**src/rtl/cancid_pkg.sv**
```systemverilog
// ============================================================================
//  Module   : cancid_pkg
//  Purpose  : Shared constants and FSM state encoding for the cancid stream
//             sequencer and its per-stream context store.
//  Revision : 1.0 - initial release
// ============================================================================
`timescale 1ns/1ps
`default_nettype none

package cancid_pkg;

    localparam int STREAM_ID_W   = 6;
    localparam int NUM_STREAMS   = 64;
    localparam int LOAD_LAT_DEF  = 2;
    localparam int DRAIN_LAT_DEF = 3;

    typedef logic [2:0] state_t;

    localparam state_t ST_IDLE   = 3'd0;
    localparam state_t ST_LOAD   = 3'd1;
    localparam state_t ST_WAIT   = 3'd2;
    localparam state_t ST_STREAM = 3'd3;
    localparam state_t ST_DRAIN  = 3'd4;
    localparam state_t ST_EOP    = 3'd5;

endpackage

`default_nettype wire

```
**src/rtl/cancid_stream_ctx.sv**
```systemverilog
// ============================================================================
//  Module   : cancid_stream_ctx
//  Purpose  : Per-stream regex enable masks and per-(stream, regex) seen bits
//             with an asynchronous read port and a write/set/clear port.
//  Revision : 1.0 - initial release
// ============================================================================
`timescale 1ns/1ps
`default_nettype none

module cancid_stream_ctx
    import cancid_pkg::*;
#(
    parameter int NUM_REGEX = 8
) (
    input  logic                   clk,
    input  logic                   rst,
    input  logic [STREAM_ID_W-1:0] i_rd_sid,
    output logic [NUM_REGEX-1:0]   o_rd_mask,
    output logic [NUM_REGEX-1:0]   o_rd_seen,
    input  logic                   i_cfg_we,
    input  logic [STREAM_ID_W-1:0] i_cfg_sid,
    input  logic [NUM_REGEX-1:0]   i_cfg_mask,
    input  logic                   i_set_seen,
    input  logic [STREAM_ID_W-1:0] i_set_sid,
    input  logic [NUM_REGEX-1:0]   i_set_mask,
    input  logic                   i_clear_seen
);

    logic [NUM_REGEX-1:0] r_enable_mem [NUM_STREAMS];
    logic [NUM_REGEX-1:0] r_seen       [NUM_STREAMS];

    always_ff @(posedge clk) begin
        if (rst) begin
            for (int i = 0; i < NUM_STREAMS; i++) begin
                r_enable_mem[i] <= '1;
                r_seen[i]       <= '0;
            end
        end else begin
            if (i_cfg_we) begin
                r_enable_mem[i_cfg_sid] <= i_cfg_mask;
            end
            // A global clear takes priority over the end-of-packet seen update
            if (i_clear_seen) begin
                for (int i = 0; i < NUM_STREAMS; i++) begin
                    r_seen[i] <= '0;
                end
            end else if (i_set_seen) begin
                r_seen[i_set_sid] <= r_seen[i_set_sid] | i_set_mask;
            end
        end
    end

    assign o_rd_mask = r_enable_mem[i_rd_sid];
    assign o_rd_seen = r_seen[i_rd_sid];

endmodule

`default_nettype wire

```
**src/rtl/cancid_stream_sequencer.sv**
```systemverilog
// ============================================================================
//  Module   : cancid_stream_sequencer
//  Purpose  : Restores per-stream matcher context, streams packet bytes into
//             the regex matcher bank and issues a commit strobe per packet.
//  Revision : 1.0 - initial release
// ============================================================================
`timescale 1ns/1ps
`default_nettype none

module cancid_stream_sequencer
    import cancid_pkg::*;
#(
    parameter int NUM_REGEX = 8,
    parameter int LOAD_LAT  = LOAD_LAT_DEF,
    parameter int DRAIN_LAT = DRAIN_LAT_DEF
) (
    input  logic                   clk,
    input  logic                   rst,
    input  logic                   pkt_vld,
    input  logic                   pkt_sop,
    input  logic                   pkt_eop,
    input  logic [7:0]             pkt_data,
    input  logic [STREAM_ID_W-1:0] pkt_stream_id,
    output logic                   pkt_rdy,
    input  logic                   cfg_we,
    input  logic [STREAM_ID_W-1:0] cfg_stream_id,
    input  logic [NUM_REGEX-1:0]   cfg_mask,
    input  logic                   cfg_clear_seen,
    output logic                   load_state,
    output logic [NUM_REGEX-1:0]   new_stream_id,
    output logic [STREAM_ID_W-1:0] stream_id,
    output logic [NUM_REGEX-1:0]   enable,
    output logic [7:0]             char_in,
    output logic                   char_in_vld,
    output logic                   eop,
    output logic                   busy,
    output logic [15:0]            pkt_count,
    output logic [15:0]            drop_count
);

    localparam int c_CNT_W = 8;

    state_t                 r_state;
    logic [c_CNT_W-1:0]     r_cnt;
    logic                   r_load_state;
    logic [NUM_REGEX-1:0]   r_new_stream_id;
    logic [STREAM_ID_W-1:0] r_stream_id;
    logic [NUM_REGEX-1:0]   r_enable;
    logic [7:0]             r_char_in;
    logic                   r_char_in_vld;
    logic                   r_eop;
    logic [15:0]            r_pkt_count;
    logic [15:0]            r_drop_count;

    logic [NUM_REGEX-1:0]   w_rd_mask;
    logic [NUM_REGEX-1:0]   w_rd_seen;
    logic                   w_drop;

    cancid_stream_ctx #(
        .NUM_REGEX (NUM_REGEX)
    ) u_ctx (
        .clk          (clk),
        .rst          (rst),
        .i_rd_sid     (pkt_stream_id),
        .o_rd_mask    (w_rd_mask),
        .o_rd_seen    (w_rd_seen),
        .i_cfg_we     (cfg_we),
        .i_cfg_sid    (cfg_stream_id),
        .i_cfg_mask   (cfg_mask),
        .i_set_seen   (r_state == ST_EOP),
        .i_set_sid    (r_stream_id),
        .i_set_mask   (r_enable),
        .i_clear_seen (cfg_clear_seen)
    );

    assign w_drop  = (r_state == ST_IDLE) && pkt_vld && !pkt_sop;
    assign pkt_rdy = (r_state == ST_STREAM) || w_drop;
    assign busy    = (r_state != ST_IDLE);

    always_ff @(posedge clk) begin
        if (rst) begin
            r_state         <= ST_IDLE;
            r_cnt           <= '0;
            r_load_state    <= 1'b0;
            r_new_stream_id <= '0;
            r_stream_id     <= '0;
            r_enable        <= '0;
            r_char_in       <= '0;
            r_char_in_vld   <= 1'b0;
            r_eop           <= 1'b0;
            r_pkt_count     <= '0;
            r_drop_count    <= '0;
        end else begin
            r_load_state    <= 1'b0;
            r_new_stream_id <= '0;
            r_char_in_vld   <= 1'b0;
            r_eop           <= 1'b0;
            case (r_state)
                ST_IDLE: begin
                    // The sop beat itself stays on the bus and is consumed in STREAM
                    if (pkt_vld && pkt_sop) begin
                        r_state         <= ST_LOAD;
                        r_stream_id     <= pkt_stream_id;
                        r_enable        <= w_rd_mask;
                        r_new_stream_id <= ~w_rd_seen;
                        r_load_state    <= 1'b1;
                    end else if (w_drop && (r_drop_count != 16'hFFFF)) begin
                        r_drop_count <= r_drop_count + 16'd1;
                    end
                end
                ST_LOAD: begin
                    // STREAM accepts one cycle before the first char appears,
                    // so WAIT covers LOAD_LAT-1 of the idle cycles
                    if (LOAD_LAT > 1) begin
                        r_state <= ST_WAIT;
                        r_cnt   <= c_CNT_W'(LOAD_LAT - 2);
                    end else begin
                        r_state <= ST_STREAM;
                    end
                end
                ST_WAIT: begin
                    if (r_cnt == '0) begin
                        r_state <= ST_STREAM;
                    end else begin
                        r_cnt <= r_cnt - 1'b1;
                    end
                end
                ST_STREAM: begin
                    if (pkt_vld) begin
                        r_char_in     <= pkt_data;
                        r_char_in_vld <= 1'b1;
                        if (pkt_eop) begin
                            r_state <= ST_DRAIN;
                            r_cnt   <= c_CNT_W'(DRAIN_LAT - 1);
                        end
                    end
                end
                ST_DRAIN: begin
                    if (r_cnt == '0) begin
                        r_state <= ST_EOP;
                        r_eop   <= 1'b1;
                    end else begin
                        r_cnt <= r_cnt - 1'b1;
                    end
                end
                ST_EOP: begin
                    r_state     <= ST_IDLE;
                    r_pkt_count <= r_pkt_count + 16'd1;
                    r_stream_id <= '0;
                    r_enable    <= '0;
                end
                default: begin
                    r_state <= ST_IDLE;
                end
            endcase
        end
    end

    assign load_state    = r_load_state;
    assign new_stream_id = r_new_stream_id;
    assign stream_id     = r_stream_id;
    assign enable        = r_enable;
    assign char_in       = r_char_in;
    assign char_in_vld   = r_char_in_vld;
    assign eop           = r_eop;
    assign pkt_count     = r_pkt_count;
    assign drop_count    = r_drop_count;

endmodule

`default_nettype wire

```
**config.mk**
```make
export PLATFORM = sky130hd
export DESIGN_NAME = cancid_stream_sequencer
export DESIGN_NICKNAME = d
export VERILOG_FILES = /design/src/rtl/cancid_pkg.sv /design/src/rtl/cancid_stream_ctx.sv /design/src/rtl/cancid_stream_sequencer.sv
export SDC_FILE = /design/constraint.sdc
export NUM_CORES = 2
export LEC_CHECK = 0
export ABC_CLOCK_PERIOD_IN_PS = 3800
export BUFFER_PORTS_ARGS = -buffer_cell sky130_fd_sc_hd__buf_4
export CORE_MARGIN = 2
export CORE_UTILIZATION = 49
export CTS_BUF_LIST = sky130_fd_sc_hd__clkbuf_8
export CTS_CLUSTER_DIAMETER = 40
export CTS_CLUSTER_SIZE = 40
export DETAILED_ROUTE_END_ITERATION = 12
export GPL_ROUTABILITY_DRIVEN = 0
export GPL_TIMING_DRIVEN = 0
export HOLD_SLACK_MARGIN = 0.06
export REMOVE_ABC_BUFFERS = 1
export SLEW_MARGIN = 20
export SYNTH_ARGS = -nofsm -noshare
export SYNTH_HDL_FRONTEND = slang
export SYNTH_SLANG_ARGS = --single-unit
```
**constraint.sdc**
```tcl
create_clock -name clk -period 3.8 [get_ports clk]
set_input_delay 0.76 -clock clk [delete_from_list [all_inputs] [get_ports clk]]
set_output_delay 0.76 -clock clk [all_outputs]
set_load 0.01 [all_outputs]
```
==> impl_results.md <==
* # port buffers at 101
* Finished Layout Cells at around 5,400
* CP Cell Sequence: buf_6 > buf_16 > nor2_4 > buf_12 > nand3_1 > nor2_4 > nand2_1 > nand2_1
* Mapped Area at 0.05395 mm²
* H-tree level count at 4
* Total die area at around 0.11 mm²
* Io pins at a little over 100
* Cells after Synth at between 3,000 and 4,000
* Syn-to-layout area delta at 11.43%
* Period utilization at 0.9328
* Max Cap Viol at 0
* DP Cell Count at ~5,100
* Net Sw Power at a little under 8000 µW
* TritonCTS clock tree: yes
* Yosys Warn Count at 0
* RSZ-0062 raised after global routing: no
* Initial antenna violation count at 2
* Die W at between 300 and 400 µm
* Dpl hpwl at 98,500 µm
* CP Data Arrival Time at between 4000 and 5000 ps
* Clock network fraction of total power at 0.369
* Avg Vias per Cell at around 6.2
* Clock slew at reported path FFs at approximately 70 ps
* Max Slew Vio Count at 0
* Core Footprint at around 0.11 mm²
* Slew @ Worst Pin at 1027 ps
* Distinct cells, synth at slightly above 60
* Clock skew at approximately 40 ps
* CP Launch Type: primary input
* Synth async-reset ratio at 0
* Rows at about 120
* ANT nets after route at 0
* Post-route minimum period at approximately 3500 ps
* Register area share after synthesis at 0.6004
* #FFs+latches synth at roughly 1,100
* Share of layout cells above drive strength 1 at 0.2658
* Sw Ratio at 0.2796
* Num CTS Buffers at 156
* DRC viols at 0
* Worst Reg-to-Reg Cells at 9
* Cell-internal power at approximately 20,000 µW
* Hold Path Class: in2reg
* Crit-path max cell delay at 600 ps
* Clock tree root driver cell: clkbuf_8
* Quantity of hold-fixing buffers added after cts at 0
* CTS max path bufs at 3
* WP data required at around 4300 ps
* DP Worst Slack at -864.8 ps
* Number of synthesized flops with an enable pin at approximately 1,000
* Leakage power at ~0.020 µW
* Max-Slew Margin vs Limit at 0.3128
* Vias at 33,810
* Final WS setup at roughly 260 ps
* Clk_lat worst skew at around 900 ps
* Initial Util at 0.4949
* Final wirelength at 153,300 µm
* Max Freq at approximately 280 MHz
* Reg power frac at 0.499
* CP bufs+invs at 3
* Crit path capture type: flop
* Run status: complete, no violations
* # setup viols final at 0
* Fin. Hold Viols at 0
* R2R Path End: u_ctx.r_seen[44][6]
* Avg WL per Cell at roughly 28 µm
* Combinational Power Share at 0.132
* Slowest CP cell: nor2_4
* Crit-path max FO at 62
* Vias in the first global route at roughly 34,000
* Worst hold slack at 155.5 ps
* Die Ht at roughly 340 µm
* Average cell area after synthesis at between 10 and 15 µm²
* Reg2reg setup slack at between 200 and 300 ps
* Power per cell area at around 470 mW/mm²
* Last element of the critical path: u_ctx.r_seen[59][7]
* Worst VDD drop at 288.9 µV
* Crit path max-delay family: simple AND/OR/NAND/NOR gates
* Worst setup startpoint: rst
* Synth Flop Type: edfxtp_1
* Crit Path Class: in2reg
* CP Depth at 8
* Placed instance area at approximately 0.056 mm²
* Global-route wire length before repair at about 230,000 µm
* DRT iter0 DRCs at roughly 3,700
* CTS sink count at about 1,100
* Gr usage total at 0.2731
* Nets@finish at approximately 4,000
* Post-route cell area at about 0.06 mm²
* First-pass DRT Iterations at 7
* Total grt overflow at 0
* Largest net degree at the start of global routing at 80
[sequential cells by signal, summed over array words and instances, names as in the netlist, named ones only]
register and cells:
char_in_vld 1, enable 8, load_state 1, u_ctx.r_enable_mem 512, drop_count 16, u_ctx.r_seen 512, r_cnt 8, char_in 8
r_state 3, stream_id 6, new_stream_id 8, pkt_count 16, eop 1
[how the worst min path moves through the flow]
stage / from / to / cells after the start
2_1_floorplan: char_in[0] / char_in[0] / 2
3_3_place_gp: char_in[3] / char_in[3] / 2
3_5_place_dp: char_in[3] / char_in[3] / 2
4_1_cts: pkt_data[7] / char_in[7] / 3
5_1_grt: pkt_data[7] / char_in[7] / 3
6_report: pkt_data[1] / char_in[1] / 3
[cell type report]
cell class	count	area, µm²
inverter	7	26.28
sequential	1106	32400
clock buffer	158	2175
clock inverter	134	1323
tap	1414	1769
timing repair buffer	206	2400
antenna	4	10.01
multi-input combinational	2381	20010
fill	8899	48890
[cell usage in the layout, fill, tap and decap left out, drive strengths merged, types with 7 or more instances in the layout]
cell type,n
inv,52
clkinvlp,27
nor3b,7
mux2i,207
nand2,217
dfxtp,82
nand2b,32
nor4,12
o21bai,30
o221ai,7
a22oi,98
nor2,581
nand4,11
mux2,24
bufinv,15
nand3,40
edfxtp,1024
xor2,27
a21oi,52
and2,8
a21o,16
clkbuf,159
xnor2,7
o22ai,18
o21ai,25
or3,360
a211oi,11
buf,205
clkinv,47
or2,165
and3,8
nor2b,11
nor3,13
mux4,344
[cells in the mapped netlist (5+ instances only)]
| cell | n | share of area |
|---|---|---|
| dfxtp_1 | 82 | 0.030 |
| nand4_1 | 11 | 0.0013 |
| buf_2 | 54 | 0.0050 |
| a211oi_1 | 6 | 0.00083 |
| a211oi_4 | 5 | 0.0019 |
| nand2b_1 | 32 | 0.0037 |
| nor3b_1 | 7 | 0.00097 |
| nand2_1 | 217 | 0.015 |
| inv_1 | 5 | 0.00035 |
| buf_6 | 31 | 0.0065 |
| nor2b_1 | 11 | 0.0013 |
| o22ai_1 | 18 | 0.0021 |
| nor3_1 | 13 | 0.0012 |
| buf_1 | 30 | 0.0021 |
| o21ai_0 | 25 | 0.0023 |
| clkbuf_1 | 228 | 0.016 |
| mux2i_1 | 207 | 0.038 |
| nor2_2 | 15 | 0.0017 |
| a21o_1 | 16 | 0.0022 |
| and3_1 | 8 | 0.00093 |
| or3_1 | 360 | 0.042 |
| mux2_2 | 24 | 0.0050 |
| edfxtp_1 | 1024 | 0.57 |
| nor2_1 | 566 | 0.039 |
| nand3_1 | 40 | 0.0037 |
| o22a_1 | 5 | 0.00081 |
| a21oi_1 | 52 | 0.0048 |
| o221ai_1 | 7 | 0.0011 |
| buf_4 | 11 | 0.0015 |
| o21bai_1 | 30 | 0.0042 |
| mux4_1 | 9 | 0.0044 |
| and4_1 | 5 | 0.00081 |
| xor2_1 | 27 | 0.0044 |
| or2_2 | 165 | 0.019 |
| xnor2_1 | 7 | 0.0011 |
| nor4_1 | 12 | 0.0014 |
| a22oi_1 | 98 | 0.014 |
| mux4_2 | 335 | 0.14 |
| and2_1 | 7 | 0.00081 |
[layer usage]
metal | track usage | share of wire | wire length, µm
met1 | 0.3769 | 0.41 | 62640
met2 | 0.4367 | 0.48 | 73700
met3 | 0.04879 | 0.076 | 11590
met4 | 0.09951 | 0.035 | 5396
met5 | 0 | 0 | 0
[stage by stage]
step | total power (µW) | setup TNS (ps) | util
floorplan | 16290 | -3391450 | -
global route | 29320 | 0 | 0.5514
detailed placement | 18090 | -283330 | 0.5171
global placement | 17900 | - | 0.5024
finish | 28430 | 0 | 0.5515
CTS | 28470 | 0 | 0.5496
[cells by family (layout without fill, tap and decap cells)]
group / count (synthesis) / count (layout) / share of synthesized area
DFF: 1106 / 1106 / 0.6004
xor gates and xnor gates: 34 / 34 / 0.005520
and+or+nand+nor: 1482 / 1482 / 0.1351
AOI/OAI and AO/OA: 286 / 286 / 0.03815
other: 0 / 4 / 0
muxes: 575 / 575 / 0.1877
buffers and inverters: 363 / 505 / 0.03219
adders and majority gates: 4 / 4 / 0.0009278
[timing repair]
action | in CTS | in global routing
endpoints found under the setup margin | 255 | 168
gates cloned | 0 | 1
resized for setup | 2 | 5
pin swaps | 1 | 5
setup buffers | 1 | 19
[worst register-to-register path, stage by stage, from the launching register on]
cell and delay, ps:
dfxtp_4 620, nor2b_4 540, buf_12 260, a22oi_1 150, a21oi_1 410, nor4_2 190
o32ai_4 520, buf_8 260, buf_8 210, nor2_1 80
[power groups by stage]
stage | clock network (µW) | logic (µW) | registers (µW)
6_report | 10500 | 3760 | 14200
5_1_grt | 11100 | 3960 | 14200
4_1_cts | 10600 | 3660 | 14200
3_5_place_dp | 0 | 3630 | 14500
3_3_place_gp | 0 | 3370 | 14500
2_1_floorplan | 0 | 1920 | 14400
No activity file was read; power rests on OpenSTA's default activity.
